$ cat config.mk
export PLATFORM = sky130hd
export DESIGN_NAME = imem_loader
export DESIGN_NICKNAME = d
export VERILOG_FILES = /design/src/rtl/imem_loader.sv
export SDC_FILE = /design/constraint.sdc
export NUM_CORES = 1
export LEC_CHECK = 0
export BUFFER_PORTS_ARGS = -buffer_cell sky130_fd_sc_hd__buf_2
export CAP_MARGIN = 40
export CORE_AREA = 2 2 130 132
export DETAILED_ROUTE_END_ITERATION = 7
export DIE_AREA = 0 0 132 134
export HOLD_SLACK_MARGIN = 0.05
export SYNTH_ARGS = -nofsm -noshare
export SYNTH_HDL_FRONTEND = slang
export SYNTH_SLANG_ARGS = --single-unit
$ cat constraint.sdc
create_clock -name clk -period 4.05 [get_ports clk]
set_clock_uncertainty 0.15 [all_clocks]
set_input_delay 0.405 -clock clk [delete_from_list [all_inputs] [get_ports clk]]
set_output_delay 0.405 -clock clk [all_outputs]
set_load 0.05 [all_outputs]
$ cat src/rtl/imem_loader.sv
// Boot-time instruction-memory loader.
// Takes a stream of instruction words over a valid/ready handshake and
// writes them to consecutive word addresses of the core's instruction
// memory. The core is held in reset during the load and for a short
// hold period afterwards, and is then released.
module imem_loader #(
    parameter int ADDR_W    = 32,
    parameter int DEPTH     = 256,
    parameter int BASE_ADDR = 0,
    parameter int ADDR_STEP = 4,
    parameter int RST_HOLD  = 2
) (
    input  logic              clk,
    input  logic              reset,
    input  logic              start,
    input  logic [15:0]       len,
    input  logic              s_valid,
    input  logic [31:0]       s_data,
    output logic              s_ready,
    output logic              instwen,
    output logic [ADDR_W-1:0] addwrite,
    output logic [31:0]       instrdatain,
    output logic              cpu_reset,
    output logic              busy,
    output logic              done,
    output logic              error
);

    typedef enum logic [1:0] {
        IDLE,
        LOAD,
        HOLD,
        RUN
    } state_t;

    // Lengths are compared one bit wider so that DEPTH itself is representable.
    localparam logic [16:0]       DEPTH_L   = 17'(DEPTH);
    localparam logic [ADDR_W-1:0] BASE_L    = ADDR_W'(BASE_ADDR);
    localparam logic [ADDR_W-1:0] STEP_L    = ADDR_W'(ADDR_STEP);
    // Last value of the hold counter before the core is released.
    localparam logic [15:0]       HOLD_LAST = 16'(RST_HOLD - 1);

    state_t              state_q, state_d;
    logic [15:0]         remaining_q, remaining_d;
    logic [ADDR_W-1:0]   addr_q, addr_d;
    logic [15:0]         holdCnt_q, holdCnt_d;
    logic                instwen_q, instwen_d;
    logic [ADDR_W-1:0]   addwrite_q, addwrite_d;
    logic [31:0]         data_q, data_d;
    logic                cpuReset_q, cpuReset_d;
    logic                busy_q, busy_d;
    logic                done_q, done_d;
    logic                error_q, error_d;

    logic                lenLegal;
    logic                accept;

    // Ready depends only on the loader's own state, never on s_valid.
    assign s_ready  = (state_q == LOAD) && (remaining_q != 16'd0);
    assign accept   = s_valid && s_ready;
    assign lenLegal = (len != 16'd0) && ({1'b0, len} <= DEPTH_L);

    assign instwen     = instwen_q;
    assign addwrite    = addwrite_q;
    assign instrdatain = data_q;
    assign cpu_reset   = cpuReset_q;
    assign busy        = busy_q;
    assign done        = done_q;
    assign error       = error_q;

    // Next-state and registered-output logic; every write pulse lasts one cycle.
    always_comb begin
        state_d     = state_q;
        remaining_d = remaining_q;
        addr_d      = addr_q;
        holdCnt_d   = holdCnt_q;
        instwen_d   = 1'b0;
        addwrite_d  = addwrite_q;
        data_d      = data_q;
        cpuReset_d  = cpuReset_q;
        busy_d      = busy_q;
        done_d      = done_q;
        error_d     = error_q;

        case (state_q)
            IDLE, RUN: begin
                if (start) begin
                    if (lenLegal) begin
                        state_d     = LOAD;
                        remaining_d = len;
                        addr_d      = BASE_L;
                        busy_d      = 1'b1;
                        error_d     = 1'b0;
                        done_d      = 1'b0;
                        cpuReset_d  = 1'b1;
                    end else begin
                        error_d = 1'b1;
                    end
                end
            end
            LOAD: begin
                if (accept) begin
                    instwen_d   = 1'b1;
                    addwrite_d  = addr_q;
                    data_d      = s_data;
                    addr_d      = addr_q + STEP_L;
                    remaining_d = remaining_q - 16'd1;
                    if (remaining_q == 16'd1) begin
                        state_d   = HOLD;
                        holdCnt_d = 16'd0;
                    end
                end
            end
            HOLD: begin
                if (holdCnt_q == HOLD_LAST) begin
                    state_d    = RUN;
                    cpuReset_d = 1'b0;
                    busy_d     = 1'b0;
                    done_d     = 1'b1;
                end else begin
                    holdCnt_d = holdCnt_q + 16'd1;
                end
            end
            default: begin
                state_d = IDLE;
            end
        endcase
    end

    // State and output registers with synchronous active-low reset.
    always_ff @(posedge clk) begin
        if (!reset) begin
            state_q     <= IDLE;
            remaining_q <= 16'd0;
            addr_q      <= '0;
            holdCnt_q   <= 16'd0;
            instwen_q   <= 1'b0;
            addwrite_q  <= '0;
            data_q      <= 32'd0;
            cpuReset_q  <= 1'b1;
            busy_q      <= 1'b0;
            done_q      <= 1'b0;
            error_q     <= 1'b0;
        end else begin
            state_q     <= state_d;
            remaining_q <= remaining_d;
            addr_q      <= addr_d;
            holdCnt_q   <= holdCnt_d;
            instwen_q   <= instwen_d;
            addwrite_q  <= addwrite_d;
            data_q      <= data_d;
            cpuReset_q  <= cpuReset_d;
            busy_q      <= busy_d;
            done_q      <= done_d;
            error_q     <= error_d;
        end
    end

endmodule

# Word-level counts from Yosys, hierarchy flattened
# Index checks and enable logic that the tools add are counted.
[totals]
ff_bits = 135
input_bits = 52
out_inout_bits = 70
wordCells = 71
[classes]
n_addsub = 3
order_cmp = 1
n_eq_ne = 11
n_mux = 28
n_reduce_logical = 17
[op_table]
columns = ["cell", "n"]
rows = [
  ["16-bit two-way mux", 6],
  ["32-bit two-way mux", 3],
  ["16-bit one-hot mux with 2 select lines", 2],
  ["32-bit one-hot mux with 2 select lines", 1],
  ["32-bit by 3-bit adder with 32-bit output (second input constant)", 1],
  ["16-bit by 1-bit == test with 1-bit output (second input constant)", 2],
  ["16-bit nonzero test", 2],
  ["16-bit by 1-bit adder with 16-bit output (second input constant)", 1],
  ["16-bit by 9-bit <= comparator with 1-bit output (second input constant)", 1],
  ["16-bit by 1-bit subtractor with 16-bit output (second input constant)", 1],
  ["4-bit AND reduction", 3],
  ["2-bit two-way mux", 5],
  ["2-bit inequality test (second input constant)", 5],
  ["1-bit two-way mux", 8],
  ["2-bit one-hot mux with 3 select lines", 1],
  ["2-bit AND reduction", 3],
  ["2-bit nonzero test", 3],
  ["5-bit AND reduction", 1],
  ["2-bit == test (second input constant)", 2],
  ["1-bit one-hot mux with 2 select lines", 2],
  ["1-bit logical AND", 3],
  ["2-bit by 1-bit == test with 1-bit output (second input constant)", 1],
  ["2-bit logical NOT", 1],
  ["2-bit by 1-bit inequality test with 1-bit output (second input constant)", 1],
  ["2-bit OR reduction", 1],
]

# Logic depth before layout (Yosys ltp)
[logic_depth]
word_depth = 5
mapped_depth = 10
ltp_nobuf = 8

# Worst setup path after synthesis
# No wires, ideal clock.
[synth_timing]
kind = "flip-flop to flip-flop"
start = "register remaining_q[0]"
end = "register addr_q[9]"
arrival_time_ps = 2476
required_time_ps = 3766
setup_slack_ps = 1290
stages_incl_launch_ff = 10
n_path_buf = 1
cell_sequence = "dfxtp_1 -> inv_1 -> ha_1 -> or4b_2 -> or4_1 -> buf_2 -> nand2_1 -> inv_1 -> a41oi_1 -> a311oi_1"
[synth_via]
elab_chain_cells = 5
[synth_lines]
columns = ["element", "line_no", "source"]
rows = [
  ["from (decl)", "44", "logic [15:0] remaining_q, remaining_d;"],
  ["from (signal assigned)", "146", "remaining_q <= remaining_d;"],
  ["16-bit nonzero test", "59", "assign s_ready = (state_q == LOAD) && (remaining_q != 16'd0);"],
  ["1-bit logical AND", "59", ""],
  ["via s_ready", "19", "output logic s_ready,"],
  ["1-bit logical AND", "60", "assign accept = s_valid && s_ready;"],
  ["2-bit inequality test (no source line)", "-", ""],
  ["4-bit AND reduction (no source line)", "-", ""],
  ["to (signal assigned)", "147", "addr_q <= addr_d;"],
  ["to (decl)", "45", "logic [ADDR_W-1:0] addr_q, addr_d;"],
]
# The timed path passes the listed nets, and every way through them passes these cells.
# A chain may end at the register's enable or synchronous reset.

# Worst setup path after layout
[layout_timing]
start = "register remaining_q[0]"
end = "output s_ready"
[layout_via]
elab_chain_cells = 2
[layout_lines]
columns = ["element", "line_no"]
rows = [
  ["16-bit nonzero test", "59"],
  ["1-bit logical AND", "59"],
  ["to (decl)", "19"],
]
# Every way passes these cells.

==> metrics <==
Worst-path clk slew=60 ps; count leader, synth=nand2_1; Final Max Tran Viols=0; net count reported at finish=964; number of global-route vias before repair=around 5.8k; Resized cells post-CTS=0; non-filler cells, final=1,136; setup tns final=0 ps; clock buffers created by TritonCTS=17; per-instance average area after synthesis=7.96 um^2; worst slew pin tran=940 ps; required time of the worst setup path=3490 ps; effective utilization at floorplan=0.390; top cells by count, synth=nand2_1 (181), dfxtp_1 (131), a21oi_1 (96); clock network latency to the later pin of the worst-skew pair=430 ps; DRC marker count from the first detailed-route iteration=356; Seq cells post-synth=131; final estimated routing congestion in global placement=between 0.8 and 0.9; CTS tree=built; Clk network pwr share=0.546; met3 layer wire length in the routed design=743 um; Vias per Instance=5.60; library cell used as clock root buffer=clkbuf_16; most common flop cell mapped by yosys=dfxtp_1; pin count of the biggest net entering global routing=61; power dissipated by switching net loads=about 0.00070 W; sequential fraction of design power=0.420; Congestion Overflow GR=0; count of endpoints failing setup in the final report=0; first drt pass iteration count=5; proportion of power drawn by combinational gates=0.034; WL/cell=16.1 um; area leader, netlist=dfxtp_1; Leak Pwr=~2.9 nW; core box area=16,300 um^2; start-to-end type of the worst setup path=reg2out; number of I/O port buffers=119; sum of met2 wire segment lengths after detailed routing=approximately 8600 um; cell-internal power=0.00238 W; Final Cycle Share=0.879; Die Footprint=17,700 um^2; ANT nets after route=0; number of placed cells counting well taps=about 1.1k; Clock Tree Buf Depth=2; CP Data Arrival Time=3000 ps; number of clock sinks=131; ratio of cells with drive above 1 in the final layout=0.207; remaining routing DRC violations=0; remaining max-slew budget at the tightest pin=0.370; hold buffer count at cts=0; post-synthesis cell count=799; CP Capture Type=primary output; number of distinct library cell variants in the gate-level netlist after synthesis=62; uppermost layer routed=met4; Fin. Hold Viols=0; post-CTS setup buffers=0; boundary pin count=122; number of H-tree levels=4; highest fanout seen on the critical path=7; run status=complete, no violations; Yosys warnings=0; type of the worst min-delay path=in2reg; Vert. Die Dim=134 um; global-route wire length before repair=between 20,000 and 30,000 um; number of max-cap violations=0; top cell type's share of synthesized area=0.412; number of enable-type register cells in the synthesized netlist=0; Power Density=a little under 400 nW/um^2; site row count=47; setup repair after global routing missed its margin=false; number of vias in the routed layout=approximately 6.4k; Die X-Extent=132 um; cell types with the largest area share after synthesis=dfxtp_1 (41%), nand2_1 (11%), a21oi_1 (7.6%), a31oi_1 (2.3%), o31ai_1 (2.2%); Post-DP HPWL=12,400 um; post-layout minimum cycle time=3560 ps; worst vdd rail ir drop=0.296 mV; GRT Total Usage=0.207; number of antenna violations at the first check in global routing=0; sequential area share after synthesis=0.412; Max Freq=0.281 GHz; switching power share of the total=0.226; Total Power=0.00308 W; post-route met1 wirelength=8530 um; mapped cell area=between 6000 and 7000 um^2; detailed-route wire length=18,300 um; number of diodes=0; Area growth syn-to-layout=22.8%; share of synthesized flip-flops with an asynchronous set or reset=0; type of element launching the critical path=register
-- sequential cells by signal (all words and copies together) (netlist names) --
register / count
remaining_q: 16
done: 1
holdCnt_q: 16
addr_q: 30
instrdatain: 32
addwrite: 30
error: 1
state_q: 2
cpu_reset: 1
instwen: 1
busy: 1
-- power by group through the flow --
stage	combinational, W	clock (W)	sequential [W]
5_1_grt	0.000113	0.00176	0.00129
3_5_place_dp	0.000103	0	0.00132
3_3_place_gp	0.000104	0	0.00132
2_1_floorplan	0.0000500	0	0.00133
6_report	0.000104	0.00168	0.00129
4_1_cts	0.000104	0.00170	0.00129
-- worst max-delay path, cell delays in order (launching register included) --
cell and delay [ps]:
dfxtp_1 330, inv_1 140, ha_1 210, or4b_2 610
or4_1 580, nand2_1 270, inv_1 190, buf_2 250
-- placed cells by master (no fill, tap or decap), drive strengths merged, types with 5 or more instances in the layout --
cell	count
and3	12
a41oi	7
o211ai	12
o21ai	23
and4	10
clkbuf	19
a31oi	23
nand4	15
o311ai	11
inv	22
o2111ai	5
a211oi	8
nor3	20
nand2b	9
nand3	20
buf	135
mux2i	5
nor2	21
or4	14
o41ai	5
or3	10
a21oi	97
nor4b	5
dfxtp	131
nand2	181
nor4	13
a311oi	5
ha	9
o31ai	19
-- stage by stage --
step / cell area (um^2) / utilization / setup slack (ps) / hold slack [ps]
global route: 7810 / 0.479 / 348 / 58.3
global placement: 7160 / 0.440 / 1030 / 290
floorplan: 6360 / - / 1290 / 289
finish: 7810 / 0.479 / 490 / 61.6
CTS: 7800 / 0.479 / 500 / 51.3
detailed placement: 7160 / 0.440 / 954 / 295
-- path summary, 6_finish.rpt --
check | depth (start not counted) | slack (ps) | start | end
worst min register to register | 2 | 300 | addwrite[28] | addwrite[28]
worst min-delay path | 3 | 60 | s_data[7] | instrdatain[7]
worst max register to register | 8 | 910 | remaining_q[0] | remaining_q[4]
worst max-delay path | 7 | 490 | remaining_q[0] | s_ready
-- per-layer routing --
layer / vias up / track usage
met1: 3014 / 0.273
met3: 33 / 0.0404
met2: 132 / 0.332
met4: 0 / 0.0839
met5: - / 0
li1: 3184 / -
-- cells by family (layout without fill, tap and decap cells) --
family,count (synthesis),after routing,synth area share
and+or+nand+nor,344,344,0.268
AOI/OAI and AO/OA,239,239,0.244
DFF,131,131,0.412
buffers and inverters,69,185,0.0482
adders and majority gates,9,9,0.0177
muxes,6,6,0.00964
other,1,2,0.000590
-- layout make-up --
type                    count  area (um^2)
inverters                  17         63.8
clock buffers              18          439
fillers                  1670         8480
clock inverters            14          199
well taps                 220          275
repair buffers            136          736
multi-input cells         600         3470
flip-flops and latches    131         2620
No activity file was read; power rests on OpenSTA's default activity.
